File: src/rtl/wg_wid_unit.sv
// WorldGuard world-ID unit: WID CSRs, effective-WID selection and a one-entry
// request slice that tags requests and fences WID changes until the old world drains.
module wg_wid_unit #(
    parameter int unsigned NrWorlds       = 128,
    parameter bit          SSWGEn         = 1'b1,
    parameter bit          SHWGEn         = 1'b1,
    parameter int unsigned ResetMlwid     = NrWorlds - 1,
    parameter int unsigned MaxOutstanding = 7,
    parameter int unsigned PayloadWidth   = 64,
    localparam int unsigned WidW          = $clog2(NrWorlds),
    localparam int unsigned CntW          = $clog2(MaxOutstanding + 1)
) (
    input  logic                    clk_i,
    input  logic                    rst_i,
    input  logic                    csr_we_i,
    input  logic [1:0]              csr_addr_i,
    input  logic [NrWorlds-1:0]     csr_wdata_i,
    output logic [NrWorlds-1:0]     csr_rdata_o,
    output logic                    csr_illegal_o,
    input  logic [1:0]              priv_i,
    input  logic                    v_i,
    output logic [WidW-1:0]         wid_o,
    input  logic                    req_valid_i,
    output logic                    req_ready_o,
    input  logic [PayloadWidth-1:0] req_payload_i,
    output logic                    req_valid_o,
    input  logic                    req_ready_i,
    output logic [PayloadWidth-1:0] req_payload_o,
    output logic [WidW-1:0]         req_wid_o,
    input  logic                    rsp_valid_i,
    output logic [CntW-1:0]         outstanding_o,
    output logic                    fence_o,
    output logic                    err_underflow_o
);

    localparam logic [1:0]          AddrMlwid     = 2'd0;
    localparam logic [1:0]          AddrSlwid     = 2'd1;
    localparam logic [1:0]          AddrMwiddeleg = 2'd2;
    localparam logic [1:0]          AddrVslwid    = 2'd3;
    localparam logic [1:0]          PrivM         = 2'd3;
    localparam logic [WidW-1:0]     RstWid        = WidW'(ResetMlwid);
    localparam logic [NrWorlds-1:0] NrWorldsExt   = NrWorlds'(NrWorlds);
    localparam logic [CntW:0]       MaxOut        = (CntW + 1)'(MaxOutstanding);

    logic [WidW-1:0]     mlwid, slwid, vslwid, last_wid;
    logic [NrWorlds-1:0] mwiddeleg;
    logic [CntW-1:0]     outstanding;
    logic                deleg_ok, wid_ok, accept, handshake;

    assign deleg_ok = mwiddeleg[csr_wdata_i[WidW-1:0]];

    always_ff @(posedge clk_i) begin
        if (rst_i) begin
            mlwid     <= RstWid;
            slwid     <= RstWid;
            vslwid    <= RstWid;
            mwiddeleg <= '0;
        end else if (csr_we_i) begin
            unique case (csr_addr_i)
                AddrMlwid:     if (csr_wdata_i < NrWorldsExt) mlwid <= csr_wdata_i[WidW-1:0];
                AddrSlwid:     if (SSWGEn && deleg_ok) slwid <= csr_wdata_i[WidW-1:0];
                AddrMwiddeleg: mwiddeleg <= csr_wdata_i;
                AddrVslwid:    if (SHWGEn && deleg_ok) vslwid <= csr_wdata_i[WidW-1:0];
                default: ;
            endcase
        end
    end

    always_comb begin
        csr_rdata_o   = '0;
        csr_illegal_o = 1'b0;
        unique case (csr_addr_i)
            AddrMlwid:     csr_rdata_o = NrWorlds'(mlwid);
            AddrSlwid: begin
                csr_illegal_o = !SSWGEn;
                if (SSWGEn) csr_rdata_o = NrWorlds'(slwid);
            end
            AddrMwiddeleg: csr_rdata_o = mwiddeleg;
            AddrVslwid: begin
                csr_illegal_o = !SHWGEn;
                if (SHWGEn) csr_rdata_o = NrWorlds'(vslwid);
            end
            default: ;
        endcase
    end

    always_comb begin
        if (priv_i == PrivM)     wid_o = mlwid;
        else if (v_i && SHWGEn)  wid_o = vslwid;
        else if (SSWGEn)         wid_o = slwid;
        else                     wid_o = mlwid;
    end

    // A new WID may only issue once every request tagged with the old one has left.
    assign wid_ok      = ((outstanding == '0) && !req_valid_o) || (wid_o == last_wid);
    assign fence_o     = !wid_ok;
    assign req_ready_o = wid_ok && (!req_valid_o || req_ready_i)
                         && (({1'b0, outstanding} + (CntW + 1)'(req_valid_o)) < MaxOut);
    assign accept      = req_valid_i && req_ready_o;
    assign handshake   = req_valid_o && req_ready_i;

    always_ff @(posedge clk_i) begin
        if (rst_i) begin
            req_valid_o   <= 1'b0;
            req_payload_o <= '0;
            req_wid_o     <= '0;
            last_wid      <= RstWid;
        end else if (accept) begin
            req_valid_o   <= 1'b1;
            req_payload_o <= req_payload_i;
            req_wid_o     <= wid_o;
            last_wid      <= wid_o;
        end else if (handshake) begin
            req_valid_o   <= 1'b0;
        end
    end

    always_ff @(posedge clk_i) begin
        if (rst_i) begin
            outstanding     <= '0;
            err_underflow_o <= 1'b0;
        end else if (handshake && !rsp_valid_i) begin
            outstanding <= outstanding + 1'b1;
        end else if (!handshake && rsp_valid_i) begin
            if (outstanding == '0) err_underflow_o <= 1'b1;
            else                   outstanding     <= outstanding - 1'b1;
        end
    end

    assign outstanding_o = outstanding;

endmodule
File: config.mk
export PLATFORM = sky130hd
export DESIGN_NAME = wg_wid_unit
export DESIGN_NICKNAME = d
export VERILOG_FILES = /design/src/rtl/wg_wid_unit.sv
export SDC_FILE = /design/constraint.sdc
export NUM_CORES = 1
export LEC_CHECK = 0
export CAP_MARGIN = 0
export CORE_AREA = 2 2 160 162
export DETAILED_ROUTE_END_ITERATION = 10
export DIE_AREA = 0 0 162 164
export GPL_TIMING_DRIVEN = 0
export PLACE_DENSITY_LB_ADDON = 0.2
export SYNTH_ARGS = -nofsm -noshare
export SYNTH_HDL_FRONTEND = slang
export SYNTH_SLANG_ARGS = --single-unit
File: constraint.sdc
create_clock -name clk_i -period 3.1 [get_ports clk_i]
set_input_delay 0.62 -clock clk_i [delete_from_list [all_inputs] [get_ports clk_i]]
set_output_delay 0.62 -clock clk_i [all_outputs]
set_load 0.1 [all_outputs]
==> report_table.html, run 1 <==
<table>
<tr><th>Metric</th><th>Value</th></tr>
<tr><th colspan="2">Outcome</th></tr>
<tr><td>Status</td><td>finished clean</td></tr>
<tr><th colspan="2">STA</th></tr>
<tr><td>Maximum clock frequency</td><td>~320 MHz</td></tr>
<tr><td>Final number of hold-violating endpoints</td><td>0</td></tr>
<tr><td>Rel. slew slack</td><td>0.286</td></tr>
<tr><td>Least setup slack across all paths after layout</td><td>6.61 ps</td></tr>
<tr><td>Number of endpoints failing setup at the final stage</td><td>0</td></tr>
<tr><td>Setup repair after global routing missed its margin</td><td>true</td></tr>
<tr><td>Transition time at the pin with the least slew margin</td><td>1070 ps</td></tr>
<tr><td>Final Max Tran Viols</td><td>0</td></tr>
<tr><td>Clock period minus final worst setup slack</td><td>3090 ps</td></tr>
<tr><td>Final critical-path share of the clock period</td><td>0.998</td></tr>
<tr><td>Post-Route Skew</td><td>between 10 and 15 ps</td></tr>
<tr><th colspan="2">Clocking</th></tr>
<tr><td>Clock tree from TritonCTS</td><td>built</td></tr>
<tr><td>Latest clock arrival within the worst-skew pair</td><td>520 ps</td></tr>
<tr><td>CTS H-Tree Depth</td><td>1</td></tr>
<tr><td>Buffer levels on the longest clock path</td><td>3</td></tr>
<tr><td>CTS Hold Buffers Added</td><td>0</td></tr>
<tr><td>Num CTS Buffers</td><td>25</td></tr>
<tr><td>Buffer cell driving the clock tree root</td><td>sky130_fd_sc_hd__clkbuf_16</td></tr>
<tr><td>Clock transition at the register clock pins on the worst setup and hold paths after CTS</td><td>60 ps</td></tr>
<tr><td>TritonCTS Sinks</td><td>roughly 230</td></tr>
<tr><th colspan="2">GRT</th></tr>
<tr><td>Wire length of the first global-routing pass</td><td>65400 µm</td></tr>
<tr><td>Via count of the first global-routing pass</td><td>11022</td></tr>
<tr><td>Maximum number of pins on one net before global-route repair</td><td>14</td></tr>
<tr><td>Routing layer with the top usage in global route</td><td>met2</td></tr>
<tr><td>Met3 GRT Util</td><td>0.0636</td></tr>
<tr><td>Number of antenna violations at the first check in global routing</td><td>3</td></tr>
<tr><td>GRT overflow</td><td>0</td></tr>
<tr><td>Routing usage on met1</td><td>0.395</td></tr>
<tr><td>Global-route usage over all layers</td><td>0.321</td></tr>
<tr><td>Met2 demand-to-capacity share in global routing</td><td>0.561</td></tr>
<tr><th colspan="2">Setup path</th></tr>
<tr><td>Type of the worst setup path</td><td>in2out</td></tr>
<tr><td>Worst-path cell chain</td><td>clkdlybuf4s50_1, clkbuf_2, mux4_2, clkdlybuf4s15_2</td></tr>
<tr><td>Worst path required time</td><td>about 2500 ps</td></tr>
<tr><td>Slowest-stage cell, CP</td><td>sky130_fd_sc_hd__mux4_2</td></tr>
<tr><td>Critical path startpoint category</td><td>input pin</td></tr>
<tr><td>Worst path depth</td><td>4</td></tr>
<tr><td>CP endpoint kind</td><td>output port</td></tr>
<tr><td>Buf+Inv Stages, Crit Path</td><td>3</td></tr>
<tr><td>Family with the most delay on the worst path</td><td>buffers and inverters</td></tr>
<tr><td>Cell depth of the worst flop-to-flop path</td><td>10</td></tr>
<tr><td>Crit path largest cell delay</td><td>560 ps</td></tr>
<tr><td>Arrival time of the worst setup path</td><td>between 2000 and 2500 ps</td></tr>
<tr><td>Maximum fanout along the worst path</td><td>10</td></tr>
<tr><th colspan="2">Pwr</th></tr>
<tr><td>Final Total Pwr</td><td>11.5 mW</td></tr>
<tr><td>Power per standard cell area</td><td>710 nW/µm²</td></tr>
<tr><td>Reported leakage power</td><td>6.67 nW</td></tr>
<tr><td>Worst IR drop on VDD</td><td>between 600 and 700 µV</td></tr>
<tr><th colspan="2">Placement</th></tr>
<tr><td>Worst slack after detailed placement</td><td>-1320 ps</td></tr>
<tr><td>Final weighted congestion in routability-driven placement</td><td>0.960</td></tr>
<tr><td>Placed wire-length estimate after detailed placement</td><td>34300 µm</td></tr>
<tr><td>Port buffer count</td><td>408</td></tr>
<tr><th colspan="2">Yosys</th></tr>
<tr><td>Mux share of post-synthesis cell area</td><td>0.172</td></tr>
<tr><td>FFs w/ async S/R, synth</td><td>0</td></tr>
<tr><td>Simple logic cell fraction of the synthesized area</td><td>0.248</td></tr>
<tr><td>Net count of the mapped netlist</td><td>1490</td></tr>
<tr><td>Total standard cell area after synthesis</td><td>between 10000 and 15000 µm²</td></tr>
<tr><td>Flip-flop and latch count after synthesis</td><td>232</td></tr>
<tr><td>Number of synthesized flops with an enable pin</td><td>0</td></tr>
<tr><td>Cells after Synth</td><td>1282</td></tr>
<tr><td>Most common library cells after synthesis</td><td>275 x sky130_fd_sc_hd__nand2_1, 232 x sky130_fd_sc_hd__dfxtp_1, 141 x sky130_fd_sc_hd__a21oi_1, 124 x sky130_fd_sc_hd__mux2i_1, 123 x sky130_fd_sc_hd__and2_1</td></tr>
<tr><td>Share of synthesized area occupied by flip-flops and latches</td><td>0.423</td></tr>
<tr><td>Post-synthesis xor/xnor area fraction</td><td>0.00319</td></tr>
<tr><td>Dominant cells by area after synthesis</td><td>sky130_fd_sc_hd__dfxtp_1 42%, sky130_fd_sc_hd__mux2i_1 11%, sky130_fd_sc_hd__nand2_1 9.4%, sky130_fd_sc_hd__and2_1 7.0%, sky130_fd_sc_hd__a21oi_1 6.4%</td></tr>
<tr><td>Adder and majority gate portion of the synthesized area</td><td>0.00638</td></tr>
<tr><td>Mean cell area of the mapped netlist</td><td>8.57 µm²</td></tr>
<tr><td>Total of warnings raised by yosys</td><td>0</td></tr>
<tr><td>Unique cell type count in the Yosys netlist</td><td>49</td></tr>
<tr><td>Largest family of logic cells by synthesized area</td><td>simple AND/OR/NAND/NOR gates</td></tr>
<tr><td>Compound-Gate Fraction of Synth Area</td><td>0.102</td></tr>
<tr><td>Most area-hungry cell type in the Yosys netlist</td><td>sky130_fd_sc_hd__dfxtp_1</td></tr>
<tr><td>Dominant cell by count in the synthesized netlist</td><td>sky130_fd_sc_hd__nand2_1</td></tr>
<tr><td>Leading register cell type out of synthesis</td><td>sky130_fd_sc_hd__dfxtp_1</td></tr>
<tr><td>Share of Yosys cell area claimed by the top area cell type</td><td>0.423</td></tr>
<tr><th colspan="2">Floorplanning</th></tr>
<tr><td>Count of pins on the block boundary</td><td>roughly 420</td></tr>
<tr><td>Die outline width</td><td>162 µm</td></tr>
<tr><td>Placeable core region</td><td>24800 µm²</td></tr>
<tr><td>Die area</td><td>between 20000 and 30000 µm²</td></tr>
<tr><td>Initial Util</td><td>0.443</td></tr>
<tr><td>Cell Rows</td><td>58</td></tr>
<tr><td>Height of the die</td><td>164 µm</td></tr>
<tr><th colspan="2">Layout</th></tr>
<tr><td>Multi-input combinational cell area</td><td>5870 µm²</td></tr>
<tr><td>Number of fillers in the final layout</td><td>2142</td></tr>
<tr><td>Number of nets in the finished design</td><td>1927</td></tr>
<tr><td>Synth-to-Final Area Change</td><td>47.0%</td></tr>
<tr><td>Register cell area after layout</td><td>between 4000 and 5000 µm²</td></tr>
<tr><td>Fraction of final layout cells sized beyond drive strength 1</td><td>0.146</td></tr>
<tr><th colspan="2">Hold path</th></tr>
<tr><td>Hold Crit Class</td><td>reg2reg</td></tr>
<tr><td>Worst Hold Path Cells</td><td>2</td></tr>
<tr><th colspan="2">Detailed routing</th></tr>
<tr><td>Routed length per instance</td><td>21.4 µm</td></tr>
<tr><td>Detail Route Antenna Nets</td><td>0</td></tr>
<tr><td>Vias post-DR</td><td>between 10000 and 15000</td></tr>
<tr><td>Number of design rule violations left after detail routing</td><td>0</td></tr>
<tr><td>Post-detailed-routing wire length</td><td>44200 µm</td></tr>
<tr><td>Iter 0 DRT Violations</td><td>between 600 and 700</td></tr>
<tr><td>DRT Pass-1 Iters</td><td>5</td></tr>
<tr><td>Vias per inst</td><td>between 5 and 6</td></tr>
<tr><th colspan="2">Run</th></tr>
<tr><td>Max-Cap Viols</td><td>0</td></tr>
</table>
==> worst paths after layout <==
path,start,end,slack (ps)
min,mwiddeleg[41]$_SDFFE_PP0P_,mwiddeleg[41]$_SDFFE_PP0P_,460
max reg2reg,vslwid[6]$_SDFFE_PP1P_,req_payload_o[56]$_SDFFE_PP0P_,690
min reg2reg,mwiddeleg[41]$_SDFFE_PP0P_,mwiddeleg[41]$_SDFFE_PP0P_,460
max,csr_addr_i[0],csr_rdata_o[4],7
==> worst reg2reg max path, delay by kind of cell, from the launching register on <==
kind                   cells  cell delay (ps)
and+or+nand+nor            3              590
buffers and inverters      3              580
muxes                      2              460
DFF                        1              330
AOI/OAI and AO/OA          2              330
==> sequential cells by signal, indices dropped and copies added, names as in the netlist <==
name             cells
req_payload_o       64
req_valid_o          1
mwiddeleg          128
req_wid_o            7
vslwid               7
last_wid             7
slwid                7
err_underflow_o      1
outstanding_o        3
mlwid                7
==> where the power goes <==
part	internal, mW	switching, mW	total (mW)	leakage, nW
Combinational	1.40	3.39	4.79	4.35
Clock	1.94	1.23	3.16	0.432
Sequential	3.31	0.215	3.53	1.89
==> timing repair <==
| item | CTS | global route |
|---|---|---|
| resized for setup | 707 | 32 |
| gates cloned | 0 | 0 |
| setup endpoints to repair | 137 | 110 |
| setup buffers | 1 | 1 |
| pin swaps | 4 | 5 |
==> kinds of logic after synthesis <==
logic type      after synthesis
simple gates                587
flops                       232
compound gates              195
mux                         152
buf+inv                     106
fa+ha+maj                     5
xor+xnor                      4
other cells                   1
==> area by class of cell <==
class                           count  area share
Multi-Input combinational cell    944       0.364
Sequential cell                   232       0.287
Timing Repair Buffer              410       0.237
Clock buffer                       38      0.0473
Buffer                             98      0.0309
Tap cell                          330      0.0256
Clock inverter                      6     0.00651
Inverter                            8     0.00186
Antenna cell                        2    0.000310
==> placed cells by master (no fill, tap or decap), drive strengths merged, types with 10 or more instances in the layout <==
| cell type | n |
|---|---|
| o21ai | 10 |
| buf | 109 |
| nor2 | 103 |
| clkbuf | 129 |
| a21oi | 141 |
| mux4 | 27 |
| clkdlybuf4s50 | 269 |
| nand3 | 17 |
| dfxtp | 232 |
| clkdlybuf4s18 | 15 |
| mux2i | 124 |
| and2 | 123 |
| clkdlybuf4s15 | 23 |
| nor4 | 34 |
| nand2 | 277 |
==> stage by stage <==
stage	area (µm²)	util	hold WS [ps]	TNS, ps	instances
3_5_place_dp	15500	0.624	453	-152370	2020
2_1_floorplan	11000	-	440	-10280	1282
4_1_cts	16100	0.649	461	-0.880	2065
6_report	16200	0.651	461	0	2068
3_3_place_gp	15500	0.624	448	-148260	2020
5_1_grt	16200	0.651	478	-18.0	2068
==> per-layer routing <==
metal / up-vias / routed length, µm
met3: 105 / 4050
met2: 637 / 21500
met5: - / 0
li1: 5263 / -
met1: 5413 / 17100
met4: 0 / 1500
Power figures use the tool's default switching activity.
==> run 2, diff against run 1 <==
--- a/config.mk
+++ b/config.mk
@@ -9,6 +9,7 @@
 export CORE_AREA = 2 2 160 162
 export DETAILED_ROUTE_END_ITERATION = 10
 export DIE_AREA = 0 0 162 164
+export GPL_ROUTABILITY_DRIVEN = 0
 export GPL_TIMING_DRIVEN = 0
 export PLACE_DENSITY_LB_ADDON = 0.2
 export SYNTH_ARGS = -nofsm -noshare
==> report_table.html, run 2 (synthesis results as in run 1) <==
<table>
<tr><th>Metric</th><th>Value</th></tr>
<tr><th colspan="2">STA</th></tr>
<tr><td>Clock period minus final worst setup slack</td><td>3040 ps</td></tr>
<tr><td>Final critical-path share of the clock period</td><td>0.982</td></tr>
<tr><td>Maximum clock frequency</td><td>between 300 and 400 MHz</td></tr>
<tr><td>Transition time at the pin with the least slew margin</td><td>roughly 1100 ps</td></tr>
<tr><td>Setup repair after global routing missed its margin</td><td>false</td></tr>
<tr><td>Final number of hold-violating endpoints</td><td>0</td></tr>
<tr><td>Post-Route Skew</td><td>19.2 ps</td></tr>
<tr><td>Number of endpoints failing setup at the final stage</td><td>0</td></tr>
<tr><td>Rel. slew slack</td><td>0.277</td></tr>
<tr><td>Final Max Tran Viols</td><td>0</td></tr>
<tr><td>Setup TNS</td><td>0 ps</td></tr>
<tr><th colspan="2">Pwr</th></tr>
<tr><td>Worst IR drop on VDD</td><td>between 600 and 700 µV</td></tr>
<tr><td>Power per standard cell area</td><td>710 nW/µm²</td></tr>
<tr><td>Reported leakage power</td><td>6.67 nW</td></tr>
<tr><td>Final Total Pwr</td><td>between 10 and 15 mW</td></tr>
<tr><th colspan="2">Layout</th></tr>
<tr><td>Most common cell after layout, fill and taps aside</td><td>sky130_fd_sc_hd__nand2_1</td></tr>
<tr><td>Synth-to-Final Area Change</td><td>47.1%</td></tr>
<tr><td>Final core utilization</td><td>0.651</td></tr>
<tr><td>Number of nets in the finished design</td><td>1927</td></tr>
<tr><td>Number of non-filler instances in the completed layout</td><td>2072</td></tr>
<tr><td>Top reg by flops</td><td>mwiddeleg</td></tr>
<tr><td>Largest register FFs</td><td>128</td></tr>
<tr><td>Largest registers ranked by flip-flop count</td><td>mwiddeleg: 128 flops, req_payload_o: 64 flops</td></tr>
<tr><td>Fraction of final layout cells sized beyond drive strength 1</td><td>0.145</td></tr>
<tr><td>Leading cell types in the layout, fill and taps excluded</td><td>275 x sky130_fd_sc_hd__nand2_1, 269 x sky130_fd_sc_hd__clkdlybuf4s50_1, 232 x sky130_fd_sc_hd__dfxtp_1, 141 x sky130_fd_sc_hd__a21oi_1, 124 x sky130_fd_sc_hd__mux2i_1</td></tr>
<tr><td>Total non-filler cell area in the finished layout</td><td>16200 µm²</td></tr>
<tr><th colspan="2">GRT</th></tr>
<tr><td>Met2 demand-to-capacity share in global routing</td><td>0.542</td></tr>
<tr><td>Via count of the first global-routing pass</td><td>11041</td></tr>
<tr><td>Maximum number of pins on one net before global-route repair</td><td>13</td></tr>
<tr><td>Wire length of the first global-routing pass</td><td>around 64000 µm</td></tr>
<tr><td>Routing layer with the top usage in global route</td><td>met2</td></tr>
<tr><td>Number of antenna violations at the first check in global routing</td><td>3</td></tr>
<tr><td>GRT overflow</td><td>0</td></tr>
<tr><td>Global-route usage over all layers</td><td>0.313</td></tr>
<tr><td>Routing usage on met1</td><td>0.389</td></tr>
<tr><td>Met3 GRT Util</td><td>0.0611</td></tr>
<tr><th colspan="2">Floorplanning</th></tr>
<tr><td>Height of the die</td><td>164 µm</td></tr>
<tr><td>Cell Rows</td><td>58</td></tr>
<tr><td>Die outline width</td><td>162 µm</td></tr>
<tr><td>Die area</td><td>between 20000 and 30000 µm²</td></tr>
<tr><td>Placeable core region</td><td>24800 µm²</td></tr>
<tr><td>Initial Util</td><td>0.443</td></tr>
<tr><td>Count of pins on the block boundary</td><td>~420</td></tr>
<tr><th colspan="2">Detailed routing</th></tr>
<tr><td>Iter 0 DRT Violations</td><td>811</td></tr>
<tr><td>Routed length per instance</td><td>~21 µm</td></tr>
<tr><td>Number of design rule violations left after detail routing</td><td>0</td></tr>
<tr><td>Vias per inst</td><td>about 5.5</td></tr>
<tr><td>Post-detailed-routing wire length</td><td>43900 µm</td></tr>
<tr><td>Detail Route Antenna Nets</td><td>0</td></tr>
<tr><td>DRT Pass-1 Iters</td><td>6</td></tr>
<tr><td>Vias post-DR</td><td>around 11000</td></tr>
<tr><th colspan="2">Setup path</th></tr>
<tr><td>Worst path required time</td><td>approximately 2500 ps</td></tr>
<tr><td>Register-to-register path setup slack</td><td>620 ps</td></tr>
<tr><td>Maximum fanout along the worst path</td><td>10</td></tr>
<tr><td>Critical path startpoint category</td><td>input pin</td></tr>
<tr><td>Type of the worst setup path</td><td>in2out</td></tr>
<tr><td>CP endpoint kind</td><td>output port</td></tr>
<tr><td>Arrival time of the worst setup path</td><td>2420 ps</td></tr>
<tr><th colspan="2">Hold path</th></tr>
<tr><td>Hold Crit Class</td><td>reg2reg</td></tr>
<tr><th colspan="2">Clocking</th></tr>
<tr><td>CTS H-Tree Depth</td><td>1</td></tr>
<tr><td>Num CTS Buffers</td><td>26</td></tr>
<tr><td>CTS Hold Buffers Added</td><td>0</td></tr>
<tr><td>Latest clock arrival within the worst-skew pair</td><td>540 ps</td></tr>
<tr><td>Buffer levels on the longest clock path</td><td>3</td></tr>
<tr><td>Clock transition at the register clock pins on the worst setup and hold paths after CTS</td><td>~60 ps</td></tr>
<tr><td>TritonCTS Sinks</td><td>between 200 and 250</td></tr>
<tr><td>Buffer cell driving the clock tree root</td><td>sky130_fd_sc_hd__clkbuf_16</td></tr>
<tr><td>Clock tree from TritonCTS</td><td>built</td></tr>
<tr><th colspan="2">Placement</th></tr>
<tr><td>Placed Instances</td><td>2020</td></tr>
<tr><td>Placed wire-length estimate after detailed placement</td><td>33600 µm</td></tr>
<tr><td>Port buffer count</td><td>408</td></tr>
<tr><td>Area of placed instances</td><td>about 15000 µm²</td></tr>
<tr><th colspan="2">Run</th></tr>
<tr><td>Max-Cap Viols</td><td>0</td></tr>
<tr><th colspan="2">Outcome</th></tr>
<tr><td>Status</td><td>finished clean</td></tr>
</table>
-- run 2: changes by cell type in the layout (fill, tap and decap cells not counted), sizes merged --
cell	before	now
clkinv	3	4
clkdlybuf4s18	15	3
clkinvlp	0	1
buf	109	110
bufinv	3	1
clkdlybuf4s15	23	31
diode	2	4
clkbuf	129	134
-- run 2: metal layers --
metal | vias to the layer above | part of all wire
li1 | 5268 | -
met1 | 5402 | 0.40
met2 | 635 | 0.49
met3 | 101 | 0.087
met4 | 2 | 0.032
met5 | - | 0.00030
-- run 2: area by class of cell --
cell class / instances / area, µm²
Multi-Input combinational cell: 944 / 5870
Tap cell: 330 / 413
Fill cell: 2197 / 8660
Buffer: 98 / 504
Sequential cell: 232 / 4640
Clock inverter: 6 / 57.6
Inverter: 8 / 30.0
Timing Repair Buffer: 409 / 3810
Antenna cell: 4 / 10.0
Clock buffer: 41 / 818
-- run 2: final timing paths --
kind                                   start                        endpoint  cells past startpoint
hold reg to reg   mwiddeleg[44]$_SDFFE_PP0P_      mwiddeleg[44]$_SDFFE_PP0P_                      2
setup / recovery               csr_addr_i[0]                 csr_rdata_o[65]                      6
hold / removal    mwiddeleg[44]$_SDFFE_PP0P_      mwiddeleg[44]$_SDFFE_PP0P_                      2
setup reg to reg      vslwid[5]$_SDFFE_PP1P_  req_payload_o[49]$_SDFFE_PP0P_                     10
-- run 2: worst max-delay path, stage by stage --
cell and delay (ps):
sky130_fd_sc_hd__clkdlybuf4s50_1 430, sky130_fd_sc_hd__nor2b_2 210, sky130_fd_sc_hd__clkbuf_2 240, sky130_fd_sc_hd__buf_2 350
sky130_fd_sc_hd__and2_1 250, sky130_fd_sc_hd__buf_4 320
-- run 2: repair_timing --
action,4_1_cts,5_1_grt
setup buffers,1,0
endpoints found under the setup margin,137,127
pin swaps,4,5
resized for setup,694,45
-- run 2: stage by stage --
stage | hold slack, ps | setup slack [ps]
final | 464 | 55.6
after global routing | 488 | 0.941
after global placement | 447 | -1260
after floorplan | 440 | -711
after CTS | 463 | -1.66
after detailed placement | 455 | -1290
-- run 2: report_power, final --
part | internal [mW] | switching [mW]
combinational | 1.41 | 3.40
sequential | 3.31 | 0.212
clock | 1.88 | 1.26
